`config.mk`:
```
export PLATFORM = sky130hd
export DESIGN_NAME = regfile_32x32
export DESIGN_NICKNAME = d
export VERILOG_FILES = /design/src/rtl/regfile_pkg.sv /design/src/rtl/regfile_reg.sv /design/src/rtl/regfile_32x32.sv
export SDC_FILE = /design/constraint.sdc
export NUM_CORES = 2
export LEC_CHECK = 0
export BUFFER_PORTS_ARGS = -buffer_cell sky130_fd_sc_hd__buf_2
export CAP_MARGIN = 15
export CORE_ASPECT_RATIO = 1.1
export CORE_MARGIN = 10
export CORE_UTILIZATION = 40
export CTS_CLUSTER_SIZE = 40
export DETAILED_ROUTE_END_ITERATION = 8
export SKIP_LAST_GASP = 1
export SLEW_MARGIN = 0
export SYNTH_ARGS = -nofsm -noshare
export SYNTH_HDL_FRONTEND = slang
export SYNTH_HIERARCHICAL = 1
export SYNTH_SLANG_ARGS = --single-unit
```
`constraint.sdc`:
```
create_clock -name clock -period 1.7 [get_ports clock]
set_input_delay 0.17 -clock clock [delete_from_list [all_inputs] [get_ports clock]]
set_output_delay 0.17 -clock clock [all_outputs]
set_load 0.02 [all_outputs]
```
`src/rtl/regfile_pkg.sv`:
```
// Shared register-file constants and types for the hazard, bypass and writeback stages.
package regfile_pkg;

  localparam int ADDR_W   = 5;
  localparam int DATA_W   = 32;
  localparam int NUM_REGS = 2 ** ADDR_W;

  typedef logic [ADDR_W-1:0] reg_idx_t;
  typedef logic [DATA_W-1:0] reg_data_t;

  localparam reg_idx_t ZERO_REG = 5'd0;

  // True when an enabled write targets index idx; r0 never matches.
  function automatic logic write_hits(input logic en, input reg_idx_t wr, input reg_idx_t idx);
    return en && (wr != ZERO_REG) && (wr == idx);
  endfunction

endpackage

```
`src/rtl/regfile_reg.sv`:
```
// Single register with write enable and asynchronous active-high clear.
module regfile_reg #(
  parameter int DATA_W = regfile_pkg::DATA_W
) (
  input  logic              clock,
  input  logic              reset,
  input  logic              en,
  input  logic [DATA_W-1:0] d,
  output logic [DATA_W-1:0] q
);

  always_ff @(posedge clock or posedge reset) begin
    if (reset) begin
      q <= '0;
    end else if (en) begin
      q <= d;
    end
  end

endmodule

```
`src/rtl/regfile_32x32.sv`:
```
// 32 x 32-bit architectural register file: one-hot write decode, two combinational read ports.
// Optional same-cycle write-to-read forwarding is enabled by defining REGFILE_BYPASS_EN.
module regfile_32x32
  import regfile_pkg::*;
(
  input  logic              clock,
  input  logic              reset,
  input  logic              ctrl_writeEnable,
  input  logic [ADDR_W-1:0] ctrl_writeReg,
  input  logic [DATA_W-1:0] data_writeReg,
  input  logic [ADDR_W-1:0] ctrl_readRegA,
  input  logic [ADDR_W-1:0] ctrl_readRegB,
  output logic [DATA_W-1:0] data_readRegA,
  output logic [DATA_W-1:0] data_readRegB
);

  logic [NUM_REGS-1:1]             wr_sel;
  logic [NUM_REGS-1:0][DATA_W-1:0] regs;

  // Enable gates the decode first, so an unknown index with enable low selects nothing.
  always_comb begin
    wr_sel = '0;
    for (int i = 1; i < NUM_REGS; i++) begin
      wr_sel[i] = write_hits(ctrl_writeEnable, ctrl_writeReg, reg_idx_t'(i));
    end
  end

  assign regs[0] = '0;

  for (genvar g = 1; g < NUM_REGS; g++) begin : g_reg
    regfile_reg #(
      .DATA_W(DATA_W)
    ) u_reg (
      .clock(clock),
      .reset(reset),
      .en   (wr_sel[g]),
      .d    (data_writeReg),
      .q    (regs[g])
    );
  end

`ifdef REGFILE_BYPASS_EN
  logic byp_a;
  logic byp_b;

  // Forwarding is suppressed under reset so reads still show the cleared array.
  assign byp_a = !reset && write_hits(ctrl_writeEnable, ctrl_writeReg, ctrl_readRegA);
  assign byp_b = !reset && write_hits(ctrl_writeEnable, ctrl_writeReg, ctrl_readRegB);

  assign data_readRegA = byp_a ? data_writeReg : regs[ctrl_readRegA];
  assign data_readRegB = byp_b ? data_writeReg : regs[ctrl_readRegB];
`else
  assign data_readRegA = regs[ctrl_readRegA];
  assign data_readRegB = regs[ctrl_readRegB];
`endif

endmodule
```
==> flow_summary.json <==
{
  "holdPathStages": 3,
  "fill_cells": 12000,
  "root_buffer": "clkbuf_16",
  "synth_ff_type": "dfrtp_1",
  "top_regs": "g.u_reg/q: 992 flops",
  "worstPathMaxFanout": 3,
  "cp_data_arrival_time_ns": 2.50,
  "vias_per_cell": 6.00,
  "worstHoldEndpoint": "g_reg[2].u_reg/q[31]",
  "grt_start_max_net_pins": 46,
  "worst_path_most_repeated_cell": "buf_6",
  "layout.cells.non_filler": 6409,
  "worstPathRequired_ns": 1.53,
  "yosys.area.top_type": "dfrtp_1",
  "num_vias": 38400,
  "period_minus_slack_ns": 2.67,
  "finalClockSkew_ns": 0,
  "die_w_um": 384,
  "synth.top_cell.area_share_pct": 42.7,
  "synth_edf_count": 0,
  "cts_buffers": 110,
  "grt_pass1_wl_mm": 300,
  "grt_pass1_vias": 40800,
  "report.final.slew_viol_count": 0,
  "yosys_warnings": 6,
  "synth_area_per_cell_um2": 16.2,
  "r2r_slack_ns": 0.55,
  "antenna_found_initial": 9,
  "synth_top_cells_by_count": "dfrtp_1, mux2_4, mux4_2",
  "whs_ns": 0.111,
  "drv_cap": 0,
  "synthCells": 3596,
  "violations": "negative setup slack",
  "worstReg2RegStart": "g_reg[29].u_reg/q[20]",
  "top_register": "g.u_reg/q",
  "worst_pin_slew_ns": 1.20,
  "ys_seq_elements": 992,
  "start_util_pct": 40.3,
  "ys_async_sr_fraction_pct": 100,
  "setup_viol": 64,
  "area_delta_synth_final_pct": 25.4,
  "clk_pin_slew_ns": 0.06,
  "fin_util_pct": 50.5,
  "wl_per_cell_um": 32.1,
  "wirelength_mm": 206,
  "drc": 0,
  "place_ws_ns": -0.903,
  "ys_types": 32,
  "synthTopCellsByArea": "dfrtp_1, mux2_4, mux4_2, buf_12, a22o_1",
  "place.gp.congestion": 0.889,
  "cp-start-kind": "flip-flop",
  "hold_class": "in -> reg",
  "cts.htree.levels": 3,
  "netlist_area_um2": 58100,
  "power.density_nw_per_um2": 1110,
  "cts_tree": "yes",
  "port_buffers": 113,
  "maxSlewHeadroom_pct": 19.9,
  "crit_chain": "mux4_2 > a22o_1 > o21ai_4 > buf_6 > o31ai_4 > buf_6",
  "nNetsFinal": 4433,
  "dp_cells": 6131,
  "clk_latency_ns": 0.73,
  "yosysMostFrequentCell": "dfrtp_1",
  "synthesis.nets": 3646,
  "cts.sinks": 992,
  "antenna_left": 0,
  "worst_slack_ns": -0.970,
  "timing.fmax_mhz": 375,
  "fp.coreArea_um2": 144000,
  "hp-start": "data_writeReg[31]",
  "dr.first_iter.drc_count": 3830,
  "ir_worst_vdd_mv": 0.759,
  "critical_path_class": "reg -> out",
  "die_area_um2": 161000,
  "critPathCaptureType": "primary output",
  "status": "finished with violations",
  "drive_gt1_share_pct": 64.0,
  "layout_worst_path_cycle_share_pct": 157,
  "cp_slowest_cell": "mux4_2",
  "grt_usage_pct": 25.2,
  "rsz0062_at_grt": "yes",
  "max_stage_delay_ns": 0.49,
  "r2r_end": "g_reg[29].u_reg/q[20]",
  "reg2reg_depth": 4,
  "ys_seq_area_share_pct": 42.7,
  "cts_buffer_depth": 3,
  "grt_overflow": 0,
  "largest_register_ffs": 992,
  "leakagePower_nw": 32.5,
  "rows": 146,
  "first_pass_iters": 5,
  "die-height_um": 420,
  "ioPinCount": 114,
  "hold_viol": 0,
  "dp_hpwl_mm": 135
}
[layer usage]
layer  GRT usage (%)  share of wire (%)  vias up
li1                -                  -    15500
met1            34.1                 42    20700
met2            39.9                 47     1767
met3            4.26                6.6      426
met4            10.9                4.9        0
met5               0                  0        -
[critical path: cells and delay by family (launching register included)]
| family | cells | cell delay [ns] |
|---|---|---|
| compound gates | 3 | 0.57 |
| flops | 1 | 0.41 |
| mux | 1 | 0.49 |
| buf+inv | 2 | 0.29 |
[stage by stage]
stage | TNS (ns) | power [mW] | instance area (um^2)
3_3_place_gp | -102.85 | 53.7 | 67600
3_5_place_dp | -111.77 | 54.1 | 67600
5_1_grt | -59.19 | 83.7 | 72900
2_1_floorplan | -1.23 | 45.6 | 59200
6_report | -55.65 | 80.9 | 72900
4_1_cts | -58.85 | 80.7 | 72600
[where the power goes]
group | leakage [nW] | switching (mW) | internal [mW]
Sequential | 12.7 | 4.00 | 28.3
Clock | 1.90 | 10.5 | 14.9
Combinational | 17.9 | 8.41 | 14.7
Total | 32.5 | 23.0 | 57.9
[worst max-delay path by stage]
stage | from | endpoint | slack [ns] | cells past startpoint
after floorplan | ctrl_readRegA[1] | data_readRegA[24] | -0.02 | 6
after global placement | ctrl_readRegB[0] | data_readRegB[6] | -0.88 | 9
after detailed placement | ctrl_readRegB[0] | data_readRegB[11] | -0.90 | 9
after CTS | g_reg[31].u_reg/q[12] | data_readRegB[12] | -1.04 | 6
after global routing | g_reg[29].u_reg/q[9] | data_readRegA[9] | -1.03 | 7
final | g_reg[28].u_reg/q[12] | data_readRegB[12] | -0.97 | 6
[placed cells by master (no fill, tap or decap), types with 17 or more instances in the layout]
cell type,count
mux2_4,930
nor2_4,29
mux2_2,126
a211oi_1,33
buf_2,41
mux4_2,384
buf_6,90
clkinv_2,32
clkbuf_16,115
clkbuf_8,25
o21ai_2,40
dfrtp_1,992
and2_1,32
and3_1,32
clkbuf_1,17
o31ai_4,54
a211oi_2,28
o22ai_1,64
buf_12,189
a22o_1,192
inv_2,32
nand2_1,66
buf_4,683
mux2i_1,160
[area by class of cell]
| class | count | area, um^2 | share of cell area, % |
|---|---|---|---|
| Clock buffer | 157 | 3290 | 4.51 |
| Clock inverter | 52 | 554 | 0.760 |
| Tap cell | 1924 | 2410 | 3.30 |
| Sequential cell | 992 | 24800 | 34.0 |
| Inverter | 34 | 129 | 0.177 |
| Antenna cell | 5 | 12.5 | 0.0172 |
| Timing Repair Buffer | 1009 | 10200 | 14.0 |
| Multi-Input combinational cell | 2236 | 31500 | 43.2 |
[kinds of logic (layout without fill, tap and decap cells)]
| family | count (synthesis) | in the layout | share of synthesized area [%] |
|---|---|---|---|
| buf+inv | 368 | 1252 | 5.83 |
| other cells | 0 | 5 | 0 |
| compound gates | 448 | 448 | 5.78 |
| flops | 992 | 992 | 42.7 |
| simple gates | 188 | 188 | 1.61 |
| mux | 1600 | 1600 | 44.1 |
[timing repair]
item	4_1_cts	5_1_grt
resized for setup	210	21
hold endpoints to repair	170	0
pin swaps	137	59
buffers inserted	45	27
setup endpoints to repair	64	64
hold buffers	2	0
(Power assumes the default switching activity.)
